===== src/rtl/shared_reg_write_arbiter_pkg.sv =====
// Shared types, defaults and helpers for the round-robin shared-register write arbiter.
package shared_reg_write_arbiter_pkg;

    localparam int DEF_N  = 4;
    localparam int DEF_W  = 8;
    localparam int DEF_CW = 8;
    localparam int MAX_N  = 8;

    typedef enum logic {
        IDLE  = 1'b0,
        WRITE = 1'b1
    } state_t;

    // Index to one-hot over the widest supported requester count; callers slice to N.
    function automatic logic [MAX_N-1:0] onehot(input logic [2:0] idx);
        return MAX_N'(1) << idx;
    endfunction

endpackage


===== src/rtl/shared_reg_en.sv =====
// Enabled D-type storage register: loads d when en is high, otherwise holds.
module shared_reg_en #(
    parameter int W = 8
) (
    input  logic         clk,
    input  logic         reset,
    input  logic         en,
    input  logic [W-1:0] d,
    output logic [W-1:0] q
);

    always_ff @(posedge clk or posedge reset) begin
        if (reset)
            q <= '0;
        else if (en)
            q <= d;
    end

endmodule


===== src/rtl/shared_reg_write_arbiter.sv =====
// Round-robin arbitration of N requesters onto one shared register; one write per two cycles.
module shared_reg_write_arbiter
    import shared_reg_write_arbiter_pkg::*;
#(
    parameter int N  = DEF_N,
    parameter int W  = DEF_W,
    parameter int CW = DEF_CW
) (
    input  logic            clk,
    input  logic            reset,
    input  logic [N-1:0]    req,
    input  logic [N*W-1:0]  wdata,
    output logic [N-1:0]    gnt,
    output logic [N-1:0]    ack,
    output logic [W-1:0]    q,
    output logic            busy,
    output logic [CW-1:0]   wr_count
);

    localparam int IW = (N > 1) ? $clog2(N) : 1;

    state_t          state, nstate;
    logic [IW-1:0]   sel, rr_ptr, winner;
    logic [MAX_N-1:0] win_oh;
    logic            any_req;
    logic            en;
    logic [W-1:0]    d;

    assign any_req = |req;

    // First set request at or after rr_ptr, wrapping modulo N.
    always_comb begin
        logic          found;
        logic [IW:0]   pos;
        winner = '0;
        found  = 1'b0;
        pos    = '0;
        for (int i = 0; i < N; i++) begin
            pos = {1'b0, rr_ptr} + (IW+1)'(i);
            if (pos >= (IW+1)'(N))
                pos = pos - (IW+1)'(N);
            if (!found && req[pos[IW-1:0]]) begin
                winner = pos[IW-1:0];
                found  = 1'b1;
            end
        end
    end

    assign win_oh = onehot(3'(winner));

    always_ff @(posedge clk or posedge reset) begin
        if (reset)
            state <= IDLE;
        else
            state <= nstate;
    end

    always_comb begin
        nstate = state;
        case (state)
            IDLE:    if (any_req) nstate = WRITE;
            WRITE:   nstate = IDLE;
            default: nstate = IDLE;
        endcase
    end

    always_ff @(posedge clk or posedge reset) begin
        if (reset) begin
            sel      <= '0;
            gnt      <= '0;
            rr_ptr   <= '0;
            wr_count <= '0;
        end else if (state == IDLE) begin
            if (any_req) begin
                sel <= winner;
                gnt <= win_oh[N-1:0];
            end
        end else begin
            gnt      <= '0;
            wr_count <= wr_count + 1'b1;
            rr_ptr   <= (sel == IW'(N-1)) ? '0 : sel + 1'b1;
        end
    end

    assign busy = (state == WRITE);
    assign ack  = busy ? gnt : '0;
    assign en   = busy;
    assign d    = wdata[int'(sel)*W +: W];

    shared_reg_en #(.W(W)) u_reg (
        .clk   (clk),
        .reset (reset),
        .en    (en),
        .d     (d),
        .q     (q)
    );

endmodule


===== config.mk =====
export PLATFORM = sky130hd
export DESIGN_NAME = shared_reg_write_arbiter
export DESIGN_NICKNAME = d
export VERILOG_FILES = /design/src/rtl/shared_reg_write_arbiter_pkg.sv /design/src/rtl/shared_reg_en.sv /design/src/rtl/shared_reg_write_arbiter.sv
export SDC_FILE = /design/constraint.sdc
export NUM_CORES = 1
export LEC_CHECK = 0
export ABC_CLOCK_PERIOD_IN_PS = 1950
export BUFFER_PORTS_ARGS = -buffer_cell sky130_fd_sc_hd__buf_2
export CAP_MARGIN = 0
export CORE_ASPECT_RATIO = 0.7
export CORE_MARGIN = 2
export CORE_UTILIZATION = 45
export CTS_CLUSTER_DIAMETER = 100
export DETAILED_ROUTE_END_ITERATION = 12
export MAX_ROUTING_LAYER = met4
export PLACE_DENSITY = 0.8
export SYNTH_ARGS = -nofsm -noshare
export SYNTH_HDL_FRONTEND = slang
export SYNTH_SLANG_ARGS = --single-unit

===== constraint.sdc =====
create_clock -name clk -period 1.95 [get_ports clk]
set_input_delay 0 -clock clk [delete_from_list [all_inputs] [get_ports clk]]
set_output_delay 0 -clock clk [all_outputs]
set_load 0.03 [all_outputs]

==> results.sh, run 1 <==
export IMPL_timing_critical_path_arrival_ps=1710
export IMPL_cp_cell_sequence="buf_12, mux4_2, mux2_2"
export IMPL_number_of_global_route_vias_before_repair=1061
export IMPL_chipHeight_um=49.32
export IMPL_cts_hold_buffers=1
export IMPL_first_pass_grt_wire_length_mm=4.836
export IMPL_max_stage_delay_ps=500
export IMPL_routed_wire_length_mm=2.897
export IMPL_layout_min_cycle_time_ps=1551
export IMPL_critPathCaptureType="flip-flop"
export IMPL_ant_nets=0
export IMPL_worst_ir_drop_vdd_v=0.0007052
export IMPL_drv_cap=0
export IMPL_grt_setup_unrepaired="no"
export IMPL_finalSetupViolations=0
export IMPL_final_count_of_pins_violating_max_slew=0
export IMPL_postSynthCellCount=101
export IMPL_final_net_count=208
export IMPL_finish_cell_count_without_fillers=203
export IMPL_final_min_period_over_clock_period=0.7951
export IMPL_row_count=16
export IMPL_syn_area_sq_um=1320
export IMPL_detailed_place_hpwl_mm=2.352
export IMPL_core_sq_um=2803
export IMPL_clk_latency_ps=270
export IMPL_cts_inserted_buffers=3
export IMPL_maxSlewHeadroom=0.7224
export IMPL_count_of_different_cell_masters_after_synthesis=28
export IMPL_final_core_density=0.6183
export IMPL_drtIter0Drc=39
export IMPL_synthArstFlopShare=1.000
export IMPL_post_cts_resized=0
export IMPL_critical_path_startpoint="sel[0]"
export IMPL_crit_fanout=8
export IMPL_syn_num_nets=141
export IMPL_tightest_slew_ps=413.3
export IMPL_outcome="complete, no violations"
export IMPL_fin_skew_ps=3.550
export IMPL_dieWidth_um=68.74
export IMPL_ioPinCount=63
export IMPL_grt_start_max_net_pins=26
export IMPL_cp_buffers_inverters=1
export IMPL_p_leak_nw=0.8575
export IMPL_final_estimated_routing_congestion_in_global_placement=0.8112
export IMPL_yosysWarningCount=0
export IMPL_overflow=0
export IMPL_netlist_top_cells_area="dfrtp_1, mux4_2, mux2_2"
export IMPL_vias_per_cell=5.261
export IMPL_floorplan_initialDensity=0.4710
export IMPL_drc_errors=0
export IMPL_cp_endpoint="u_reg.q[3]"
export IMPL_clock_fmax_ghz=0.6449
export IMPL_postSynthRegisterBits=25
export IMPL_critPathRequiredTime_ps=2100
export IMPL_synth_main_ff_cell="dfrtp_1"
export IMPL_clockBufferDepth=2
export IMPL_post_place_cells=198
export IMPL_reg2regPathDepth=3
export IMPL_port_buffers=62
export IMPL_drtPass1Iterations=4
export IMPL_areaGrowthSynthToFinish_pct=31.28
export IMPL_critical_path_top_delay_family="multiplexers"
export IMPL_powerDensity_nw_per_um2=1539
export IMPL_regToRegSetupSlack_ps=400
export IMPL_critical_path_startpoint_type="flip-flop"
export IMPL_highest_delay_cell_along_the_critical_path="dfrtp_1"
export IMPL_routedWlPerCell_um=14.27
export IMPL_worst_hold_path_type="in2reg"
export IMPL_n_fill_cell=232
export IMPL_edff_count_synth=0
export IMPL_critical_path_cell_count=3
export IMPL_report_final_hold_viol_count=0
export IMPL_post_synth_top_area_cell="dfrtp_1"
export IMPL_totalNegativeSetupSlack_ps=0
export IMPL_total_area_of_multi_input_combinational_cells_sq_um=641.9
export IMPL_clk_pin_slew_worst_paths_ps=80
export IMPL_cts_htree_levels=1
export IMPL_synth_sequential_area_ratio=0.4739
export IMPL_diodes=0
export IMPL_antenna_found_initial=0
export IMPL_post_synth_top_area_share=0.4739
export IMPL_dieArea_sq_um=3390
export IMPL_synth_area_per_cell_sq_um=13.07
export IMPL_final_seq_area_sq_um=625.6
export IMPL_reg2reg_to="u_reg.q[3]"
export IMPL_tritoncts_clock_tree="done"
export IMPL_track_usage=0.1990
export IMPL_cts_sinks=25
export IMPL_vias=1068
export IMPL_final_layout_size_suffix_gt1_frac=0.5509
export IMPL_cts_repair_timing_setup_buffer_count=0
export IMPL_clockRootBuffer="clkbuf_8"
export IMPL_worst_setup_path_type="reg2reg"
export IMPL_crit_reg2reg_launch="sel[0]"
export IMPL_power_total_mw=2.667
[placed cells by master, fill, tap and decap left out, drive strengths merged, types with 4 or more instances in the layout]
cell | synthesis | routed
dfrtp | 25 | 25
and2 | 4 | 4
mux2 | 11 | 11
mux4 | 8 | 8
nand2 | 4 | 4
nor2 | 9 | 9
buf | 2 | 66
xnor2 | 4 | 4
[final cells by class]
class / instances / area share
Clock inverter: 1 / 0.002888
Inverter: 3 / 0.006498
Sequential cell: 25 / 0.3610
Tap cell: 36 / 0.02599
Timing Repair Buffer: 67 / 0.2094
Clock buffer: 3 / 0.02383
Multi-Input combinational cell: 68 / 0.3704
[worst reg2reg max path, cell delays in order (launching register included)]
cell and delay (ps):
dfrtp_1 500, buf_12 170, mux4_2 500, mux2_2 280
[cell families (layout without fill, tap and decap cells)]
logic type	count (synthesis)	count (layout)	synth area share
xor+xnor	7	7	0.04645
simple gates	26	26	0.1071
buf+inv	8	74	0.03980
fa+ha+maj	2	2	0.01895
mux	19	19	0.2303
compound gates	14	14	0.08341
flops	25	25	0.4739
[registers in the layout (all words and copies together) (netlist names)]
name / flops
sel: 2
wr_count: 8
busy: 1
rr_ptr: 2
gnt: 4
u_reg.q: 8
[cells in the mapped netlist (all sizes together) (3+ instances only)]
library cell	n
a21oi	3
and2	4
clkbuf	3
dfrtp	25
inv	3
mux2	11
mux4	8
nand2	4
nand3	3
nor2	9
o21ai	3
xnor2	4
xor2	3
[power by group]
group / switching [mW] / total, mW / internal, mW / leakage (nW)
clock: 0.155 / 0.297 / 0.143 / 0.0255
combinational: 0.745 / 1.38 / 0.632 / 0.525
sequential: 0.248 / 0.993 / 0.745 / 0.307
[stage by stage]
| step | area, sq um | hold slack, ps | setup WS (ps) |
|---|---|---|---|
| 2_1_floorplan | 1320 | 27.32 | 427.2 |
| 3_3_place_gp | 1677 | 56.07 | 443.8 |
| 3_5_place_dp | 1677 | 61.88 | 395.0 |
| 4_1_cts | 1733 | 108.6 | 374.9 |
| 5_1_grt | 1733 | 125.4 | 318.1 |
| 6_report | 1733 | 110.4 | 399.5 |
[how the worst min path moves through the flow]
stage,start,end,slack (ps),depth (start not counted)
CTS,req[2],busy,110,3
floorplan,reset,busy,30,1
global route,req[2],busy,130,3
finish,req[2],busy,110,3
global placement,reset,wr_count[1],60,3
detailed placement,reset,wr_count[2],60,3
[metal layers]
| layer | global-route usage | wire length [um] | vias up |
|---|---|---|---|
| li1 | - | - | 498 |
| met1 | 0.2542 | 1175 | 511 |
| met2 | 0.3157 | 1466 | 54 |
| met3 | 0.04157 | 218 | 5 |
| met4 | 0.06536 | 38 | 0 |
| met5 | - | 0 | - |
(Power assumes the default switching activity.)
==> inputs of run 2 (changes only) <==
--- a/config.mk
+++ b/config.mk
@@ -5,16 +5,17 @@
 export SDC_FILE = /design/constraint.sdc
 export NUM_CORES = 1
 export LEC_CHECK = 0
-export ABC_CLOCK_PERIOD_IN_PS = 1950
+export ABC_AREA = 1
+export ABC_CLOCK_PERIOD_IN_PS = 1350
 export BUFFER_PORTS_ARGS = -buffer_cell sky130_fd_sc_hd__buf_2
 export CAP_MARGIN = 0
 export CORE_ASPECT_RATIO = 0.7
 export CORE_MARGIN = 2
-export CORE_UTILIZATION = 45
+export CORE_UTILIZATION = 43
 export CTS_CLUSTER_DIAMETER = 100
 export DETAILED_ROUTE_END_ITERATION = 12
 export MAX_ROUTING_LAYER = met4
-export PLACE_DENSITY = 0.8
+export PLACE_DENSITY = 0.77
 export SYNTH_ARGS = -nofsm -noshare
 export SYNTH_HDL_FRONTEND = slang
 export SYNTH_SLANG_ARGS = --single-unit
==> constraint.sdc (replaced) <==
create_clock -name clk -period 1.35 [get_ports clk]
set_input_delay 0 -clock clk [delete_from_list [all_inputs] [get_ports clk]]
set_output_delay 0 -clock clk [all_outputs]
set_load 0.03 [all_outputs]
==> run 2 against run 1 <==
Net effect:
- the run now ends with setup timing left
- sequential cell count unchanged
- die area grew 22%
- hold slack worse by 92 ps
- largest cell class unchanged
- global-route usage shrank 1.8 points
- first-iteration DRC count rose by 67%
- critical path depth grew 8
- clock skew is 0.83 ps higher
- utilization down 0.97 points
==> results.sh, run 2 <==
export IMPL_power_total_mw=5.137
export IMPL_post_synth_top_area_cell="dfrtp_1"
export IMPL_cts_sinks=25
export IMPL_total_area_of_multi_input_combinational_cells_sq_um=885.9
export IMPL_synth_area_per_cell_sq_um=7.314
export IMPL_port_buffers=62
export IMPL_critPathRequiredTime_ps=1510
export IMPL_clock_fmax_ghz=0.6713
export IMPL_timing_hold_worst_start="wdata[9]"
export IMPL_core_sq_um=3513
export IMPL_overflow=0
export IMPL_dieWidth_um=76.11
export IMPL_outcome="complete, but fails checks"
export IMPL_routed_wire_length_mm=3.664
export IMPL_antenna_found_initial=0
export IMPL_combinationalPowerShare=0.645
export IMPL_routedWlPerCell_um=10.81
export IMPL_clockBufferDepth=2
export IMPL_final_count_of_pins_violating_max_slew=0
export IMPL_reg_top3="u_reg.q x8, wr_count x8, gnt x4"
export IMPL_dpl_cell_area_sq_um=2003
export IMPL_dieArea_sq_um=4146
export IMPL_synth_sequential_area_ratio=0.3997
export IMPL_number_of_global_route_vias_before_repair=1330
export IMPL_p_leak_nw=1.157
export IMPL_ant_nets=0
export IMPL_grt_start_max_net_pins=26
export IMPL_maxSlewHeadroom=0.7319
export IMPL_clockRootBuffer="clkbuf_8"
export IMPL_final_common_cell="buf_2"
export IMPL_floorplan_initialDensity=0.4455
export IMPL_power_switching_share=0.5158
export IMPL_chipHeight_um=54.48
export IMPL_ioPinCount=63
export IMPL_syn_num_nets=254
export IMPL_switchingPower_mw=2.649
export IMPL_diodes=0
export IMPL_drc_errors=0
export IMPL_postSynthCellCount=214
export IMPL_synthArstFlopShare=1.000
export IMPL_syn_area_sq_um=1565
export IMPL_synth_top_family_by_area="simple AND/OR/NAND/NOR gates"
export IMPL_failed_checks="setup timing"
export IMPL_vias_per_cell=4.693
export IMPL_worst_ir_drop_vdd_v=0.001054
export IMPL_post_synth_simple_gate_area=0.3629
export IMPL_vias=1591
export IMPL_yosysWarningCount=0
export IMPL_grt_setup_unrepaired="yes"
export IMPL_clk_pin_slew_worst_paths_ps=90
export IMPL_cellInternalPower_mw=2.487
export IMPL_powerDensity_nw_per_um2=2402
export IMPL_n_fill_cell=326
export IMPL_drv_cap=0
export IMPL_areaGrowthSynthToFinish_pct=36.61
export IMPL_cts_inserted_buffers=3
export IMPL_worst_hold_path_type="in2reg"
export IMPL_setup_ws_ps=-139.8
export IMPL_drtIter0Drc=65
export IMPL_tightest_slew_ps=398.5
export IMPL_synth_compound_area_frac=0.1127
export IMPL_drtPass1Iterations=5
export IMPL_yosys_area_share_xor_xnor=0.03917
export IMPL_clk_latency_ps=270
export IMPL_count_of_different_cell_masters_after_synthesis=29
export IMPL_worst_setup_path_type="reg2reg"
export IMPL_postSynthRegisterBits=25
export IMPL_critPathCaptureType="flip-flop"
export IMPL_crit_fanout=8
export IMPL_synth_top_cells_by_count="nand2_1, nor2_1, dfrtp_1"
export IMPL_critical_path_startpoint="rr_ptr[0]"
export IMPL_synth_main_ff_cell="dfrtp_1"
export IMPL_final_layout_size_suffix_gt1_frac=0.4221
export IMPL_edff_count_synth=0
export IMPL_detailed_place_hpwl_mm=2.837
export IMPL_final_net_count=330
export IMPL_layout_min_cycle_time_ps=1490
export IMPL_power_sequential_fraction=0.270
export IMPL_post_synth_mux_area_share=0
export IMPL_design_area_sq_um=2138
export IMPL_post_synth_top_area_share=0.3997
export IMPL_finalSetupViolations=6
export IMPL_commonest_cells_after_routing_fill_and_taps_aside="buf_2, nor2_1, nand2_1"
export IMPL_critical_path_startpoint_type="flip-flop"
export IMPL_final_seq_area_sq_um=628.1
export IMPL_final_estimated_routing_congestion_in_global_placement=0.8633
export IMPL_crit_reg2reg_launch="rr_ptr[0]"
export IMPL_first_pass_grt_wire_length_mm=5.782
export IMPL_netlist_top_cells_area="dfrtp_1, nand2_1, nor2_1"
export IMPL_timing_critical_path_arrival_ps=1650
export IMPL_row_count=18
export IMPL_final_min_period_over_clock_period=1.104
export IMPL_cts_htree_levels=1
export IMPL_synth_adder_area_share=0.01599
export IMPL_fin_skew_ps=4.378
export IMPL_track_usage=0.1806
export IMPL_report_final_hold_viol_count=0
export IMPL_tritoncts_clock_tree="done"
export IMPL_power_clock_fraction=0.085
-- run 2: per-layer routing --
metal  wire length [um]  share of wire  GRT usage  up-vias
met2               1604           0.44     0.3185       64
met3                267          0.073    0.03795        2
met5                  0              0          -        -
met1               1773           0.48     0.2230      686
met4                 19         0.0052    0.03636        0
li1                   -              -          -      839
-- run 2: layout make-up --
class	count	area share
clock buffer	4	0.02106
inverter	18	0.03569
multi-input combinational	163	0.4143
sequential	25	0.2937
tap	50	0.02926
timing repair buffer	79	0.2060
-- run 2: power by group through the flow --
stage | registers, mW | logic (mW) | clock network [mW]
2_1_floorplan | 1.80 | 1.81 | 0
3_3_place_gp | 1.38 | 3.05 | 0
3_5_place_dp | 1.39 | 3.08 | 0
4_1_cts | 1.38 | 3.16 | 0.455
5_1_grt | 1.44 | 3.63 | 0.483
6_report | 1.38 | 3.31 | 0.439
-- run 2: per-stage QoR --
step / cells / setup slack, ps / utilization / hold WS, ps / setup TNS (ps)
detailed placement: 332 / -175.4 / 0.5702 / 68.98 / -917.8
finish: 339 / -139.8 / 0.6086 / 18.84 / -693.6
global placement: 332 / -128.6 / 0.5702 / 63.19 / -627.1
CTS: 338 / -103.1 / 0.5926 / 15.49 / -563.8
floorplan: 214 / -20.62 / - / 27.25 / -49.46
global route: 339 / -245.0 / 0.6086 / 16.73 / -1479
-- run 2: kinds of logic after synthesis --
group | Yosys count
AO/OA/AOI/OAI | 31
XOR/XNOR | 7
adder cells (fa/ha/maj) | 2
flip-flops | 25
AND/OR/NAND/NOR | 123
buffers and inverters | 26
-- run 2: repair_timing --
item                                   in CTS  in global routing
buffers inserted                            1                  1
endpoints found under the hold margin      25                  0
setup endpoints to repair                   6                 15
hold buffers                                1                  0
resized for setup                           6                 15
pin swaps                                   5                  9
-- run 2: worst max-delay path, cell delays in order (launching register included) --
cell and delay [ps]:
dfrtp_2 460, inv_4 80, nand2_1 80, nand2_2 70, nand2_2 90, nand2_4 80
nor2_8 170, nand2_4 70, nor2_2 100, nor2_2 50, nand3_1 80, nand2_1 50
-- run 2: worst paths after layout --
| check | to | slack [ps] | cells past startpoint |
|---|---|---|---|
| min reg2reg | wr_count[7] | 470 | 1 |
| min | u_reg.q[1] | 20 | 3 |
| max reg2reg | gnt[0] | -140 | 11 |
| max | gnt[0] | -140 | 11 |
| min in group asynchronous | u_reg.q[5] | 320 | 4 |
| max in group asynchronous | rr_ptr[0] | 780 | 4 |
